$ cat config.mk
export PLATFORM = sky130hd
export DESIGN_NAME = match_controller_flat
export DESIGN_NICKNAME = d
export VERILOG_FILES = /design/src/rtl/match_controller_if.sv /design/src/rtl/match_controller.sv /design/src/flat_wrapper.sv
export SDC_FILE = /design/constraint.sdc
export NUM_CORES = 1
export LEC_CHECK = 0
export ABC_AREA = 1
export CELL_PAD_IN_SITES_DETAIL_PLACEMENT = 1
export CELL_PAD_IN_SITES_GLOBAL_PLACEMENT = 1
export CORE_AREA = 2 2 113 115
export DETAILED_ROUTE_END_ITERATION = 10
export DIE_AREA = 0 0 115 117
export PLACE_DENSITY_LB_ADDON = 0.15
export SLEW_MARGIN = 30
export SYNTH_ARGS = -nofsm -noshare
export SYNTH_HDL_FRONTEND = slang
export SYNTH_SLANG_ARGS = --single-unit
$ cat constraint.sdc
create_clock -name clk -period 2.3 [get_ports clk]
set_input_delay 0.23 -clock clk [delete_from_list [all_inputs] [get_ports clk]]
set_output_delay 0.23 -clock clk [all_outputs]
set_load 0.01 [all_outputs]
$ cat src/rtl/match_controller_if.sv
`default_nettype none
// ============================================================================
// Module      : match_controller_if
// Description : Button/goal inputs and scoreboard outputs of the match controller.
// Revision    : 1.0 - initial release
// ============================================================================
interface match_controller_if;
    logic       start_btn;
    logic       blue_score_up;
    logic       red_score_up;
    logic       game_initiated;
    logic       game_over;
    logic [3:0] blue_score;
    logic [3:0] red_score;
    logic [7:0] time_left;
    logic [1:0] winner;

    modport master (
        output start_btn, blue_score_up, red_score_up,
        input  game_initiated, game_over, blue_score, red_score, time_left, winner
    );

    modport slave (
        input  start_btn, blue_score_up, red_score_up,
        output game_initiated, game_over, blue_score, red_score, time_left, winner
    );
endinterface
`default_nettype wire

$ cat src/rtl/match_controller.sv
`default_nettype none
// ============================================================================
// Module      : match_controller
// Description : Match sequencing (serve, play, post-goal pause, game over),
//               score keeping, match clock and winner decision.
// Revision    : 1.0 - initial release
// ============================================================================
module match_controller #(
    parameter int TICK_DIV      = 25000000,
    parameter int MATCH_SECONDS = 90,
    parameter int WIN_SCORE     = 5,
    parameter int PAUSE_SECONDS = 2
) (
    input  wire logic           clk,
    input  wire logic           rst,
    match_controller_if.slave   bus
);

    localparam int c_TICK_W       = ($clog2(TICK_DIV) > 0) ? $clog2(TICK_DIV) : 1;
    localparam int c_PAUSE_CYCLES = PAUSE_SECONDS * TICK_DIV;
    localparam int c_PAUSE_W      = ($clog2(c_PAUSE_CYCLES) > 0) ? $clog2(c_PAUSE_CYCLES) : 1;

    localparam logic [c_TICK_W-1:0]  c_TICK_LAST  = c_TICK_W'(TICK_DIV - 1);
    localparam logic [c_PAUSE_W-1:0] c_PAUSE_LAST = c_PAUSE_W'(c_PAUSE_CYCLES - 1);
    localparam logic [7:0]           c_MATCH_TIME = 8'(MATCH_SECONDS);
    localparam logic [3:0]           c_WIN        = 4'(WIN_SCORE);

    localparam logic [2:0] c_ST_IDLE  = 3'd0;
    localparam logic [2:0] c_ST_SERVE = 3'd1;
    localparam logic [2:0] c_ST_PLAY  = 3'd2;
    localparam logic [2:0] c_ST_PAUSE = 3'd3;
    localparam logic [2:0] c_ST_OVER  = 3'd4;

    logic [2:0]           r_state;
    logic [2:0]           w_state_next;
    logic                 r_start_prev;
    logic                 r_start_evt;
    logic                 r_blue_prev;
    logic                 r_red_prev;
    logic [3:0]           r_blue_score;
    logic [3:0]           r_red_score;
    logic [7:0]           r_time_left;
    logic [1:0]           r_winner;
    logic [c_TICK_W-1:0]  r_tick_cnt;
    logic [c_PAUSE_W-1:0] r_pause_cnt;

    logic       w_in_play;
    logic       w_blue_goal;
    logic       w_red_goal;
    logic       w_any_goal;
    logic [3:0] w_blue_next;
    logic [3:0] w_red_next;
    logic       w_blue_win;
    logic       w_red_win;
    logic       w_tick_wrap;
    logic [7:0] w_time_next;
    logic       w_game_initiated;
    logic       w_game_over;

    // Goals only count while the ball is live; edge registers track in every state.
    assign w_in_play   = (r_state == c_ST_PLAY);
    assign w_blue_goal = w_in_play && (bus.blue_score_up ^ r_blue_prev);
    assign w_red_goal  = w_in_play && (bus.red_score_up ^ r_red_prev);
    assign w_any_goal  = w_blue_goal || w_red_goal;
    assign w_blue_next = (w_blue_goal && (r_blue_score != 4'd15)) ? r_blue_score + 4'd1 : r_blue_score;
    assign w_red_next  = (w_red_goal && (r_red_score != 4'd15)) ? r_red_score + 4'd1 : r_red_score;
    assign w_blue_win  = w_blue_goal && (w_blue_next >= c_WIN);
    assign w_red_win   = w_red_goal && (w_red_next >= c_WIN);
    assign w_tick_wrap = (r_tick_cnt == c_TICK_LAST);
    assign w_time_next = (w_in_play && w_tick_wrap && (r_time_left != 8'd0)) ?
                         r_time_left - 8'd1 : r_time_left;

    always_ff @(posedge clk) begin
        if (rst) begin
            r_state <= c_ST_IDLE;
        end else begin
            r_state <= w_state_next;
        end
    end

    always_comb begin
        w_state_next = r_state;
        case (r_state)
            c_ST_IDLE, c_ST_OVER: begin
                if (r_start_evt) w_state_next = c_ST_SERVE;
            end
            c_ST_SERVE: w_state_next = c_ST_PLAY;
            c_ST_PLAY: begin
                if (w_blue_win || w_red_win)  w_state_next = c_ST_OVER;
                else if (w_any_goal)          w_state_next = c_ST_PAUSE;
                else if (w_time_next == 8'd0) w_state_next = c_ST_OVER;
            end
            c_ST_PAUSE: begin
                if (r_pause_cnt == c_PAUSE_LAST) w_state_next = c_ST_SERVE;
            end
            default: w_state_next = c_ST_IDLE;
        endcase
    end

    always_comb begin
        w_game_initiated = (r_state == c_ST_SERVE);
        w_game_over      = (r_state == c_ST_IDLE) || (r_state == c_ST_OVER);
    end

    always_ff @(posedge clk) begin
        if (rst) begin
            r_start_prev <= bus.start_btn;
            r_blue_prev  <= bus.blue_score_up;
            r_red_prev   <= bus.red_score_up;
            r_start_evt  <= 1'b0;
            r_blue_score <= 4'd0;
            r_red_score  <= 4'd0;
            r_time_left  <= c_MATCH_TIME;
            r_winner     <= 2'd0;
            r_tick_cnt   <= '0;
            r_pause_cnt  <= '0;
        end else begin
            r_start_prev <= bus.start_btn;
            r_blue_prev  <= bus.blue_score_up;
            r_red_prev   <= bus.red_score_up;
            r_start_evt  <= bus.start_btn & ~r_start_prev;
            r_tick_cnt   <= '0;
            r_pause_cnt  <= '0;
            case (r_state)
                c_ST_IDLE, c_ST_OVER: begin
                    if (r_start_evt) begin
                        r_blue_score <= 4'd0;
                        r_red_score  <= 4'd0;
                        r_time_left  <= c_MATCH_TIME;
                        r_winner     <= 2'd0;
                    end
                end
                c_ST_PLAY: begin
                    r_blue_score <= w_blue_next;
                    r_red_score  <= w_red_next;
                    r_time_left  <= w_time_next;
                    r_tick_cnt   <= w_tick_wrap ? '0 : r_tick_cnt + 1'b1;
                    // Winner encoding doubles as {red, blue} flags, so a joint win reads as draw.
                    if (w_blue_win || w_red_win) begin
                        r_winner <= {w_red_win, w_blue_win};
                    end else if (!w_any_goal && (w_time_next == 8'd0)) begin
                        if (w_blue_next > w_red_next)      r_winner <= 2'd1;
                        else if (w_red_next > w_blue_next) r_winner <= 2'd2;
                        else                               r_winner <= 2'd3;
                    end
                end
                c_ST_PAUSE: r_pause_cnt <= r_pause_cnt + 1'b1;
                default: ;
            endcase
        end
    end

    assign bus.game_initiated = w_game_initiated;
    assign bus.game_over      = w_game_over;
    assign bus.blue_score     = r_blue_score;
    assign bus.red_score      = r_red_score;
    assign bus.time_left      = r_time_left;
    assign bus.winner         = r_winner;

endmodule
`default_nettype wire

$ cat src/flat_wrapper.sv
// flat-port wrapper written by rule: the top's interface ports become plain ports
module match_controller_flat 
#(
    parameter int TICK_DIV      = 25000000,
    parameter int MATCH_SECONDS = 90,
    parameter int WIN_SCORE     = 5,
    parameter int PAUSE_SECONDS = 2
)
  (clk, rst, bus_start_btn, bus_blue_score_up, bus_red_score_up, bus_game_initiated, bus_game_over, bus_blue_score, bus_red_score, bus_time_left, bus_winner);
  match_controller_if bus_i ();
  input  wire logic clk;
  input  wire logic rst;
  input wire logic [$bits(bus_i.start_btn)-1:0] bus_start_btn;
  input wire logic [$bits(bus_i.blue_score_up)-1:0] bus_blue_score_up;
  input wire logic [$bits(bus_i.red_score_up)-1:0] bus_red_score_up;
  output wire logic [$bits(bus_i.game_initiated)-1:0] bus_game_initiated;
  output wire logic [$bits(bus_i.game_over)-1:0] bus_game_over;
  output wire logic [$bits(bus_i.blue_score)-1:0] bus_blue_score;
  output wire logic [$bits(bus_i.red_score)-1:0] bus_red_score;
  output wire logic [$bits(bus_i.time_left)-1:0] bus_time_left;
  output wire logic [$bits(bus_i.winner)-1:0] bus_winner;
  assign bus_i.start_btn = bus_start_btn;
  assign bus_i.blue_score_up = bus_blue_score_up;
  assign bus_i.red_score_up = bus_red_score_up;
  assign bus_game_initiated = bus_i.game_initiated;
  assign bus_game_over = bus_i.game_over;
  assign bus_blue_score = bus_i.blue_score;
  assign bus_red_score = bus_i.red_score;
  assign bus_time_left = bus_i.time_left;
  assign bus_winner = bus_i.winner;
  match_controller #(.TICK_DIV(TICK_DIV), .MATCH_SECONDS(MATCH_SECONDS), .WIN_SCORE(WIN_SCORE), .PAUSE_SECONDS(PAUSE_SECONDS)) u_core (.clk(clk), .rst(rst), .bus(bus_i));
endmodule
==> impl_metrics.py <==
metrics = {
    "placement": {
        "gp_congestion": 0.780,
        "port_buffers": 24,
        "dp.final_hpwl_mm": 8.62,
        "preCtsSetupSlack_ps": -127,
        "place_area_mm2": 0.00486,
    },
    "floorplanning": {
        "core_mm2": 0.0123,
        "die_x_um": 115,
        "start_util_pct": 34.2,
        "ios": 25,
        "rows": 41,
        "fp.dieArea_mm2": 0.0135,
        "die_h_um": 117,
    },
    "critical_path": {
        "crit_fanout": 3,
        "crit_required_ps": 2530,
        "cp-start-kind": "flip-flop",
        "reg2reg_slack_ps": 140,
        "reg2reg_to": "u_core.r_pause_cnt[22]",
        "worstPathArrival_ps": 2390,
        "r2r_start": "u_core.r_pause_cnt[0]",
        "critical_path_class": "reg -> reg",
        "endpoint_kind": "flip-flop",
        "reg2reg_depth": 14,
    },
    "synth": {
        "syn_avg_cell_area_um2": 6.81,
        "synth_compound_gate_area_share_pct": 8.57,
        "synthFlopType": "dfxtp_1",
        "syn_nets": 632,
        "synth_top_family_by_area": "simple AND/OR/NAND/NOR gates",
        "synthAdderAreaFrac_pct": 2.68,
        "synth_area_mm2": 0.00421,
        "synthCells": 618,
        "synth_xor_area_share_pct": 3.75,
        "synth.lib_cells_used.distinct": 42,
        "async_reset_ff_share_pct": 0,
        "ys_seq_elements": 76,
        "synth-simple-area-share_pct": 39.4,
        "yosysWarningCount": 0,
        "muxShareOfSynthArea_pct": 0,
        "synth_edf_count": 0,
        "yosysSeqAreaShare_pct": 36.2,
    },
    "status": {
        "status": "finished clean",
    },
    "timing": {
        "period_minus_slack_ps": 2160,
        "worst_slew_pin_slew_ps": 410,
        "grt_setup_unrepaired": "yes",
        "finalHoldViolations": 0,
        "finalSetupViolCount": 0,
        "maxSlewViolCount": 0,
        "fmax_ghz": 0.464,
        "skew_ps": 6.11,
        "worst_slack_ps": 144,
        "max_slew_margin_pct": 72.4,
        "fin_crit_sh_pct": 93.7,
    },
    "clocking": {
        "clk_latency_ps": 340,
        "cts.path.max_buffers": 2,
        "clockRootBuffer": "clkbuf_16",
        "clkSinkCount": 76,
        "cts.htree.levels": 3,
        "tritoncts": "done",
        "path_clk_slew_ps": 50,
        "numCtsBuffers": 9,
    },
    "global_route": {
        "track_usage_pct": 17.6,
        "grt_max_degree": 20,
        "antenna_found_initial": 0,
        "first_global_vias": 4068,
        "grt_pass1_wl_mm": 18.7,
        "grt-ovfl-total": 0,
    },
    "detailed_routing": {
        "via_count": 4101,
        "wl_mm": 11.4,
        "first_iter_violations": 167,
        "avgViaCountPerCell": 4.86,
        "dr.pass1.iters": 4,
        "drcViolationCount": 0,
        "ant_nets": 0,
        "post_drt_wl_per_cell_um": 13.5,
    },
    "power_and_ir_drop": {
        "power_density_mw_per_mm2": 619,
        "p_total_mw": 3.35,
        "leakage_nw": 2.25,
        "ir_drop_mv": 0.340,
    },
    "worst_hold_path": {
        "hold_path_class": "in -> reg",
        "worst_hold_path.endpoint": "u_core.r_start_prev",
        "hp-start": "bus_start_btn",
        "holdPathStages": 1,
    },
    "final_layout": {
        "layout-drive-gt1-share_pct": 20.9,
        "area_growth_pct": 28.6,
        "fin_area_mm2": 0.00541,
        "num-nets-final": 705,
        "diodes": 0,
    },
    "flow_run": {
        "maxCapViolCount": 0,
    },
}
## cell usage in the layout (no fill, tap or decap), types with 2 or more instances in the layout
cell type and count:
nor4_1 7, nand4_1 13, nor3_1 15, clkinv_2 2, nor2_4 9, o32ai_1 4
nand3_1 35, nor4_4 2, nand3_2 6, ha_4 3, a21oi_2 2, o21ai_1 2
dfxtp_1 66, nor2_2 13, xor2_1 12, inv_1 86, a31oi_1 2, o21a_1 2
o21ai_0 14, a21oi_1 33, nand2_1 139, nor2_1 65, ha_1 5, nand2_2 20
a32o_1 2, buf_4 44, clkbuf_16 9, nor3_4 2, clkdlybuf4s50_1 24, or2_2 2
and3_1 2, inv_2 9, nor3b_1 9, xnor2_1 6, dfxtp_2 9, nand2_4 3
## layer usage
layer / part of all wire, % / GRT usage, % / up-vias
li1: - / - / 2126
met1: 48 / 22.7 / 1917
met2: 47 / 29.2 / 43
met3: 2.4 / 3.14 / 15
met4: 2.0 / 7.79 / 0
met5: 0 / 0 / -
## Yosys cell counts (all sizes together) (2+ instances only)
library cell | number | area share, %
a21oi | 35 | 4.2
a31oi | 2 | 0.30
a32o | 2 | 0.48
and3 | 2 | 0.30
buf | 4 | 0.48
clkbuf | 4 | 0.36
dfxtp | 76 | 36
ha | 9 | 2.7
inv | 95 | 8.5
nand2 | 162 | 15
nand3 | 42 | 5.9
nand4 | 14 | 2.2
nor2 | 87 | 9.1
nor3 | 18 | 2.7
nor3b | 10 | 1.9
nor4 | 9 | 1.8
o21a | 2 | 0.36
o21ai | 16 | 1.9
o32ai | 4 | 0.83
or2 | 2 | 0.30
xnor2 | 6 | 1.2
xor2 | 12 | 2.5
## area by class of cell
type	count	area (um^2)
Tap cell	150	188
Sequential cell	76	1540
Multi-Input combinational cell	438	2460
Clock inverter	3	40.0
Fill cell	1576	6900
Timing Repair Buffer	70	587
Inverter	96	360
Clock buffer	10	239
## registers in the layout, indices dropped and copies added (netlist names)
| name | flops |
|---|---|
| u_core.bus.time_left | 8 |
| u_core.r_start_prev | 1 |
| u_core.r_pause_cnt | 26 |
| u_core.bus.winner | 2 |
| u_core.r_state | 3 |
| u_core.bus.blue_score | 4 |
| u_core.r_start_evt | 1 |
| u_core.r_tick_cnt | 25 |
| u_core.bus.red_score | 4 |
| u_core.r_blue_prev | 1 |
| u_core.r_red_prev | 1 |
## worst max-delay path: stages, from the launching register on
cell and delay [ps]:
dfxtp_4 360, ha_4 140, nand2_2 70, nor2_4 140, inv_2 50, nor2_2 80
inv_2 60, nor3_4 230, nand4_4 130, nor2_4 160, nand2_4 70, nor4_4 320
nand3_1 120, nand2_1 80, nor2_1 40
## logic make-up after synthesis
| logic type | count (synthesis) |
|---|---|
| and+or+nand+nor | 347 |
| buffers and inverters | 104 |
| DFF | 76 |
| AOI/OAI and AO/OA | 64 |
| xor gates and xnor gates | 18 |
| adders and majority gates | 9 |
## worst max-delay path by stage
stage                        startpoint                     end  slack, ps  depth (start not counted)
6_report          u_core.r_pause_cnt[0]  u_core.r_pause_cnt[22]        140                         14
5_1_grt        u_core.bus.blue_score[1]    u_core.bus.winner[0]        -40                         18
4_1_cts               u_core.r_state[2]    u_core.bus.winner[1]         10                         16
3_5_place_dp           bus_red_score_up    u_core.bus.winner[1]       -130                         16
3_3_place_gp           bus_red_score_up    u_core.bus.winner[1]        -30                         16
2_1_floorplan  u_core.bus.blue_score[0]    u_core.bus.winner[1]        170                         18
## stage by stage
stage	TNS [ps]	hold WS, ps	instances	util (%)
after floorplan	0	258	618	-
after global placement	-28.8	373	819	39.5
after detailed placement	-237	375	819	39.5
after CTS	0	370	832	41.8
after global routing	-71.2	390	843	43.9
final	0	374	843	43.9
## where the power goes
| group | total (mW) | switching [mW] | internal [mW] | leakage, nW |
|---|---|---|---|---|
| sequential | 1.38 | 0.0311 | 1.35 | 0.619 |
| combinational | 0.589 | 0.337 | 0.251 | 1.49 |
| clock | 1.38 | 0.530 | 0.847 | 0.140 |
| total | 3.35 | 0.899 | 2.45 | 2.25 |
## what timing repair did
| action | in CTS | in global routing |
|---|---|---|
| buffers inserted | 0 | 10 |
| resized for setup | 0 | 61 |
| hold buffers | 0 | 0 |
| endpoints found under the setup margin | 0 | 14 |
(Power assumes the default switching activity.)
